### src/rtl/immed_gen_pipe.sv
// Pipelined RISC-V immediate generator: decodes an immediate from the instruction word,
// extends it to XLEN and registers it behind a valid/ready handshake, with an optional skid entry.
module immed_gen_pipe #(
  parameter int unsigned XLEN  = 32,
  parameter int unsigned TAG_W = 4,
  parameter int unsigned SKID  = 1
) (
  input  logic             clk,
  input  logic             rst,
  input  logic             flush,
  input  logic             in_valid,
  output logic             in_ready,
  input  logic [31:0]      in_inst,
  input  logic [2:0]       in_type,
  input  logic [TAG_W-1:0] in_tag,
  output logic             out_valid,
  input  logic             out_ready,
  output logic [XLEN-1:0]  out_immed,
  output logic [TAG_W-1:0] out_tag,
  output logic             out_illegal
);

  logic [XLEN-1:0]  imm_d;
  logic             ill_d;
  logic             main_valid_q;
  logic [XLEN-1:0]  main_imm_q;
  logic [TAG_W-1:0] main_tag_q;
  logic             main_ill_q;
  logic             in_fire;
  logic             out_fire;
  logic             unused_opcode;

  // Opcode bits never contribute to any immediate.
  assign unused_opcode = ^in_inst[6:0];

  always_comb begin
    imm_d = '0;
    ill_d = 1'b0;
    case (in_type)
      3'd0: imm_d = XLEN'($signed(in_inst[31:20]));
      3'd1: imm_d = XLEN'($signed({in_inst[31:25], in_inst[11:7]}));
      3'd2: imm_d = XLEN'($signed({in_inst[31], in_inst[7], in_inst[30:25], in_inst[11:8], 1'b0}));
      3'd3: imm_d = XLEN'($signed({in_inst[31:12], 12'b0}));
      3'd4: imm_d = XLEN'($signed({in_inst[31], in_inst[19:12], in_inst[20], in_inst[30:21], 1'b0}));
      3'd5: imm_d = XLEN'(in_inst[19:15]);
      3'd6: imm_d = (XLEN == 64) ? XLEN'(in_inst[25:20]) : XLEN'(in_inst[24:20]);
      default: ill_d = 1'b1;
    endcase
  end

  assign out_fire = main_valid_q && out_ready;
  // Flush wins over a concurrent input handshake: the word is dropped.
  assign in_fire  = in_valid && in_ready && !flush;

  generate
    if (SKID != 0) begin : g_skid
      logic             rdy_q;
      logic [XLEN-1:0]  skid_imm_q;
      logic [TAG_W-1:0] skid_tag_q;
      logic             skid_ill_q;

      // rdy_q low means the skid entry holds a result.
      always_ff @(posedge clk or posedge rst) begin
        if (rst) begin
          main_valid_q <= 1'b0;
          main_imm_q   <= '0;
          main_tag_q   <= '0;
          main_ill_q   <= 1'b0;
          skid_imm_q   <= '0;
          skid_tag_q   <= '0;
          skid_ill_q   <= 1'b0;
          rdy_q        <= 1'b1;
        end else if (flush) begin
          main_valid_q <= 1'b0;
          rdy_q        <= 1'b1;
        end else if (!main_valid_q || out_fire) begin
          if (!rdy_q) begin
            main_valid_q <= 1'b1;
            main_imm_q   <= skid_imm_q;
            main_tag_q   <= skid_tag_q;
            main_ill_q   <= skid_ill_q;
            rdy_q        <= 1'b1;
          end else if (in_fire) begin
            main_valid_q <= 1'b1;
            main_imm_q   <= imm_d;
            main_tag_q   <= in_tag;
            main_ill_q   <= ill_d;
          end else begin
            main_valid_q <= 1'b0;
          end
        end else if (in_fire) begin
          skid_imm_q <= imm_d;
          skid_tag_q <= in_tag;
          skid_ill_q <= ill_d;
          rdy_q      <= 1'b0;
        end
      end

      assign in_ready = rdy_q;
    end else begin : g_noskid
      always_ff @(posedge clk or posedge rst) begin
        if (rst) begin
          main_valid_q <= 1'b0;
          main_imm_q   <= '0;
          main_tag_q   <= '0;
          main_ill_q   <= 1'b0;
        end else if (flush) begin
          main_valid_q <= 1'b0;
        end else if (in_fire) begin
          main_valid_q <= 1'b1;
          main_imm_q   <= imm_d;
          main_tag_q   <= in_tag;
          main_ill_q   <= ill_d;
        end else if (out_fire) begin
          main_valid_q <= 1'b0;
        end
      end

      assign in_ready = !main_valid_q || out_ready;
    end
  endgenerate

  assign out_valid   = main_valid_q;
  assign out_immed   = main_imm_q;
  assign out_tag     = main_tag_q;
  assign out_illegal = main_ill_q;

endmodule
### config.mk
export PLATFORM = sky130hd
export DESIGN_NAME = immed_gen_pipe
export DESIGN_NICKNAME = d
export VERILOG_FILES = /design/src/rtl/immed_gen_pipe.sv
export SDC_FILE = /design/constraint.sdc
export NUM_CORES = 1
export LEC_CHECK = 0
export BUFFER_PORTS_ARGS = -buffer_cell sky130_fd_sc_hd__buf_2
export CAP_MARGIN = 20
export CORE_MARGIN = 4
export CORE_UTILIZATION = 45
export DETAILED_ROUTE_END_ITERATION = 12
export PLACE_DENSITY = 0.7
export SYNTH_ARGS = -nofsm -noshare
export SYNTH_HDL_FRONTEND = slang
export SYNTH_SLANG_ARGS = --single-unit
### constraint.sdc
create_clock -name clk -period 2.55 [get_ports clk]
set_clock_uncertainty 0.1 [all_clocks]
set_input_delay 0.1275 -clock clk [delete_from_list [all_inputs] [get_ports clk]]
set_output_delay 0.1275 -clock clk [all_outputs]
set_load 0.01 [all_outputs]
==> flow_metrics.py, run 1 <==
metrics = {
    "detailed_routing": {
        "via_per_inst": 5.51,
        "ant_nets": 0,
        "drc": 0,
        "drtIter0Drc": 224,
        "wl_per_cell_um": 15.5,
        "vias": 3409,
        "drt-pass1-iter-count": 5,
        "wl_um": 9610,
    },
    "global_route": {
        "globalRouteMet1Util": 0.286,
        "antenna_found_initial": 0,
        "grt_pass1_vias": 3176,
        "busiest_layer": "met2",
        "grt_usage": 0.199,
        "grt.overflow.total": 0,
        "grt_first_pass_wirelength_um": 16000,
        "grt_use_met3": 0.0399,
        "grt_util_met2": 0.295,
        "grt_max_degree": 68,
    },
    "clock_network": {
        "clk_pin_slew_worst_paths_ps": 80,
        "root_buffer": "clkbuf_8",
        "cts_buffers": 9,
        "cts.sinks": 76,
        "cts_setup_buffers": 0,
        "holdBufCountCts": 14,
        "cts_repair_resize_count": 0,
        "clock_path_buffers": 2,
        "cts_tree": "yes",
        "cts_htree_levels": 3,
        "clk_latency_ps": 360,
    },
    "die": {
        "die_h_um": 101,
        "core_mm2": 0.00834,
        "die_w_um": 101,
        "row_count": 33,
        "io_pins": 83,
        "start_util": 0.469,
        "die_area_mm2": 0.0103,
    },
    "power": {
        "power_density_mw_per_mm2": 664,
        "ir_drop_mv": 0.255,
        "power_leakage_nw": 2.31,
        "switchingPower_w": 0.000913,
        "seq_power_share": 0.497,
        "switching_share": 0.298,
        "power.share.clock": 0.308,
        "finalPower_w": 0.00307,
        "p_int_w": 0.00215,
        "combPwrFrac": 0.195,
    },
    "cells_and_area": {
        "antennaDiodeCount": 0,
        "fillers": 777,
        "fin_nets": 553,
        "final_common_cell": "nand2_1",
        "area_growth_pct": 18.0,
        "drive_gt1_frac": 0.216,
        "final_cell_mix": "nand2_1, dfrtp_1, buf_2",
    },
    "yosys": {
        "yosys_warnings": 0,
        "ys_seq_elements": 76,
        "syn_inst": 439,
        "ys_types": 38,
        "synth_ff_type": "dfrtp_1",
        "synth.yosys.seq_area_share": 0.486,
        "syn_area_per_cell_um2": 8.91,
        "synth_edf_count": 0,
        "mappedNetlistNets": 483,
        "synthArstFlopShare": 1.00,
        "netlist_area_mm2": 0.00391,
    },
    "sta": {
        "slew_viol_final": 0,
        "rsz0062_at_grt": "no",
        "finalCritPeriodShare": 0.753,
        "fmax_mhz": 521,
        "fin_hold_ws_ps": 12.0,
        "layout_min_cycle_time_ps": 1920,
        "hold_viol_final": 0,
        "setup_viol": 0,
        "maxSlewHeadroom": 0.544,
        "worstMarginPinSlew_ps": 685,
        "setup_tns_ps": 0,
    },
    "placement": {
        "port_buffers": 75,
        "dp_hpwl_um": 6110,
        "gp_congestion": 0.815,
    },
    "setup_path": {
        "max_stage_delay_ps": 600,
        "start_kind": "register",
        "cp_cell_sequence": "nor2b_1 > or3_4 > a311oi_1 > a21o_1",
        "worst_path_max_delay_cell": "or3_4",
        "worst-path-max-fanout": 57,
        "worstSetupPathType": "reg -> reg",
        "cp.required_ps": 2710,
        "cp_data_arrival_time_ps": 2080,
        "worst_setup_path_end_kind": "register",
    },
    "hold_path": {
        "min_path_type": "in -> reg",
    },
    "run": {
        "maxCapViolations": 0,
    },
    "outcome": {
        "status": "finished clean",
    },
}
-- per-stage QoR --
| step | util | area [µm²] | cells | setup WS, ps |
|---|---|---|---|---|
| after floorplan | - | 3910 | 439 | 386 |
| after global placement | 0.513 | 4280 | 589 | 677 |
| after detailed placement | 0.513 | 4280 | 589 | 647 |
| after CTS | 0.554 | 4620 | 619 | 616 |
| after global routing | 0.554 | 4620 | 619 | 475 |
| final | 0.554 | 4620 | 619 | 630 |
-- synthesized netlist by cell type, types with 4 or more instances --
library cell,n,area [µm²]
nor3b_1,9,67.6
o211ai_1,6,45.0
o21ai_0,35,175
a21o_1,20,150
a21oi_1,33,165
buf_6,5,56.3
a211oi_1,4,30.0
a311oi_1,7,61.3
mux2i_1,8,80.1
buf_2,21,105
nand2_1,92,345
nand3b_1,19,143
nand3_1,17,85.1
dfrtp_1,75,1880
o21ai_1,12,60.1
clkbuf_1,10,37.5
nor2b_1,9,56.3
nor2_1,22,82.6
a31oi_1,9,56.3
-- worst max-delay path, delay by kind of cell (launching register included) --
kind	cells	cell delay (ps)
AO/OA/AOI/OAI	2	290
flip-flops	1	540
AND/OR/NAND/NOR	2	870
-- flip-flops by register name, summed over array words and instances (netlist names) --
register,count
g_skid.skid_imm_q,32
out_immed,32
g_skid.skid_ill_q,1
out_illegal,1
out_valid,1
out_tag,4
g_skid.skid_tag_q,4
in_ready,1
-- power groups by stage --
stage	combinational [W]	sequential (W)	clock (W)
3_5_place_dp	0.000589	0.00155	0
2_1_floorplan	0.000338	0.00158	0
6_report	0.000599	0.00152	0.000943
5_1_grt	0.000680	0.00155	0.00102
3_3_place_gp	0.000574	0.00154	0
4_1_cts	0.000608	0.00152	0.000971
-- worst paths after layout --
kind,from,endpoint,slack [ps],cells after the start
min in group asynchronous,rst,out_tag[0]$_DFFE_PP0P_,310,4
worst min register to register,g_skid.skid_imm_q[5]$_DFFE_PP0P_,g_skid.skid_imm_q[5]$_DFFE_PP0P_,370,2
worst min-delay path,out_ready,in_ready$_DFFE_PP1P_,10,3
worst max-delay path,in_ready$_DFFE_PP1P_,out_immed[28]$_DFFE_PP0P_,630,4
worst max register to register,in_ready$_DFFE_PP1P_,out_immed[28]$_DFFE_PP0P_,630,4
max in group asynchronous,rst,out_immed[27]$_DFFE_PP0P_,1570,4
-- cell type report --
class	count	area (µm²)	share of cell area
flip-flops and latches	76	1900	0.412
multi-input cells	322	1790	0.388
repair buffers	99	591	0.128
clock buffers	10	138	0.0298
well taps	105	131	0.0285
clock inverters	6	61.3	0.0133
inverters	1	3.75	0.000813
-- cell families after synthesis --
kind of cell           synth area share
buffers and inverters            0.0576
AOI/OAI and AO/OA                 0.206
DFF                               0.486
muxes                            0.0233
and+or+nand+nor                   0.227
-- metal layers --
metal | wire [µm] | up-vias
li1 | - | 1671
met1 | 4510 | 1615
met2 | 4290 | 106
met3 | 594 | 17
met4 | 207 | 0
met5 | 0 | -
Power figures use the tool's default switching activity.
==> inputs of run 2 (changes only) <==
Settings changed: ABC_AREA set to 1.
Clock period 2.55 ns to 1.99 ns, I/O delays scaled along.
==> run 2 against run 1 <==
  * Register-to-register slack lost 500 ps
  * Synthesized cell count grew 14%
  * Total power grew 41%
  * Sequential power grew 31%
  * Fmax grew 3.3%
  * Via count grew 7.1%
  * Count of clock-buffer cells in the layout grew 2
  * Worst hold slack is essentially flat
  * Cell count grew 13%
  * Non-clock buffer count grew 8
  * Combinational power grew 50%
  * Flip-flop and latch count is the same
  * Largest cell class unchanged
==> flow_metrics.py, run 2 <==
metrics = {
    "outcome": {
        "status": "finished clean",
    },
    "die": {
        "row_count": 33,
        "core_mm2": 0.00826,
        "die_w_um": 100,
        "io_pins": 83,
        "start_util": 0.465,
        "die_h_um": 100,
        "die_area_mm2": 0.0101,
    },
    "sta": {
        "fin_hold_ws_ps": 12.5,
        "fmax_mhz": 538,
        "layout_min_cycle_time_ps": 1860,
        "slew_viol_final": 0,
        "finalCritPeriodShare": 0.934,
        "rsz0062_at_grt": "no",
        "hold_viol_final": 0,
        "worstMarginPinSlew_ps": 762,
        "maxSlewHeadroom": 0.491,
        "setup_tns_ps": 0,
        "setup_viol": 0,
    },
    "setup_path": {
        "r2r_end": "out_valid$_DFFE_PP0P_",
        "worst-path-max-fanout": 14,
        "cp_data_arrival_time_ps": 1980,
        "rrSetupSlack_ps": 130,
        "worst_path_max_delay_cell": "dlygate4sd3_1",
        "max_stage_delay_ps": 590,
        "rr_worst_depth": 5,
        "worst_setup_path_end_kind": "register",
        "start_kind": "register",
        "worstSetupPathType": "reg -> reg",
        "reg2reg_from": "in_ready$_DFFE_PP1P_",
        "cp_cell_sequence": "nand2_1 > nand3_4 > buf_12 > o21ai_0 > dlygate4sd3_1",
        "cp.required_ps": 2110,
    },
    "placement": {
        "dp_hpwl_um": 6470,
        "gp_congestion": 0.837,
        "port_buffers": 75,
    },
    "cells_and_area": {
        "fillers": 757,
        "area_growth_pct": 24.3,
        "antennaDiodeCount": 0,
        "drive_gt1_frac": 0.203,
        "fin_nets": 634,
        "final_common_cell": "nand2_1",
        "final_cell_mix": "nand2_1, dfrtp_1, buf_2",
    },
    "hold_path": {
        "min_path_type": "in -> reg",
        "min_from": "in_inst[8]",
        "holdPathEnd": "g_skid.skid_imm_q[1]$_DFFE_PP0P_",
        "hold_depth": 5,
    },
    "global_route": {
        "grt_usage": 0.207,
        "grt_max_degree": 57,
        "grt_pass1_vias": 3403,
        "grt_first_pass_wirelength_um": 16500,
        "antenna_found_initial": 0,
        "grt.overflow.total": 0,
    },
    "detailed_routing": {
        "vias": 3650,
        "via_per_inst": 5.21,
        "drt-pass1-iter-count": 4,
        "wl_um": 10400,
        "ant_nets": 0,
        "drc": 0,
        "drtIter0Drc": 228,
        "wl_per_cell_um": 14.8,
    },
    "clock_network": {
        "clk_latency_ps": 340,
        "clock_path_buffers": 2,
        "cts_buffers": 9,
        "cts.sinks": 76,
        "cts_htree_levels": 3,
        "root_buffer": "clkbuf_8",
        "clk_pin_slew_worst_paths_ps": 80,
        "cts_tree": "yes",
    },
    "yosys": {
        "yosysMostFrequentCell": "nand2_1",
        "synth_top_area_cell": "dfrtp_1",
        "synth_top_cell_area_share": 0.488,
        "yosys_warnings": 0,
        "mappedNetlistNets": 545,
        "synth_commonest_cells": "nand2_1, dfrtp_1, o21ai_0",
        "netlist_top_cells_area": "dfrtp_1, nand2_1, o21ai_0",
        "syn_area_per_cell_um2": 7.67,
        "synth.yosys.seq_area_share": 0.495,
        "syn_inst": 501,
        "ys_types": 27,
        "synthArstFlopShare": 1.00,
        "ys_seq_elements": 76,
        "synth_edf_count": 0,
        "netlist_area_mm2": 0.00384,
        "synth_ff_type": "dfrtp_1",
    },
    "run": {
        "maxCapViolations": 0,
    },
    "power": {
        "ir_drop_mv": 0.506,
        "power_density_mw_per_mm2": 908,
        "power_leakage_nw": 2.60,
    },
}
-- run 2: changes by cell type after synthesis, moves of 16 or more --
cell      change
nand3b_1     -19
nor2_1       -19
nand3_1      +16
a21o_1       -20
nand2_1     +136
inv_1        +28
-- run 2: stage by stage --
stage / total power (W) / area, µm² / instances / setup WS [ps] / util
floorplan: 0.00255 / 3850 / 501 / 585 / -
global placement: 0.00282 / 4250 / 660 / 459 / 0.515
detailed placement: 0.00286 / 4250 / 660 / 435 / 0.515
CTS: 0.00434 / 4710 / 697 / 31.7 / 0.571
global route: 0.00459 / 4780 / 700 / 59.9 / 0.578
finish: 0.00434 / 4780 / 700 / 131 / 0.578
-- run 2: cells by family after synthesis --
family          count (synthesis)  synth area share
buf+inv                        62            0.0840
compound gates                 79             0.106
simple gates                  284             0.315
flops                          76             0.495
-- run 2: area by class of cell --
class / count / area (µm²) / area share
flip-flops and latches: 76 / 1900 / 0.398
multi-input cells: 363 / 1620 / 0.340
repair buffers: 107 / 741 / 0.155
clock buffers: 12 / 155 / 0.0325
well taps: 105 / 131 / 0.0275
inverters: 33 / 128 / 0.0267
clock inverters: 4 / 95.1 / 0.0199
-- run 2: power by group --
group          switching, W  leakage [nW]  internal, W  total [W]
Combinational      0.000534          1.51     0.000364   0.000899
Sequential         0.000133         0.964      0.00186    0.00199
Clock              0.000550         0.127     0.000901    0.00145
Total               0.00122          2.60      0.00312    0.00434
-- run 2: worst max path at each step --
stage / from / end / slack [ps] / depth (start not counted)
6_report: in_ready$_DFFE_PP1P_ / out_valid$_DFFE_PP0P_ / 130 / 5
5_1_grt: in_ready$_DFFE_PP1P_ / out_valid$_DFFE_PP0P_ / 60 / 5
4_1_cts: in_ready$_DFFE_PP1P_ / out_valid$_DFFE_PP0P_ / 30 / 5
3_5_place_dp: in_ready$_DFFE_PP1P_ / out_immed[26]$_DFFE_PP0P_ / 440 / 6
3_3_place_gp: in_ready$_DFFE_PP1P_ / out_immed[26]$_DFFE_PP0P_ / 460 / 6
2_1_floorplan: in_ready$_DFFE_PP1P_ / out_immed[0]$_DFFE_PP0P_ / 580 / 6
-- run 2: per-layer routing --
metal | GRT usage | up-vias | part of all wire
li1 | - | 1767 | -
met1 | 0.268 | 1729 | 0.43
met2 | 0.339 | 131 | 0.49
met3 | 0.0382 | 23 | 0.055
met4 | 0.0891 | 0 | 0.024
met5 | 0 | - | 0
-- run 2: what timing repair did --
| item | CTS | global route |
|---|---|---|
| endpoints found under the setup margin | 0 | 1 |
| hold endpoints to repair | 101 | 0 |
| buffers inserted | 0 | 1 |
| hold buffers | 21 | 0 |
| gates resized for setup | 0 | 1 |
-- run 2: critical path, delay by kind of cell, from the launching register on --
family	cells	cell delay, ps
flip-flops	1	570
AND/OR/NAND/NOR	2	230
buffers and inverters	2	740
AO/OA/AOI/OAI	1	100
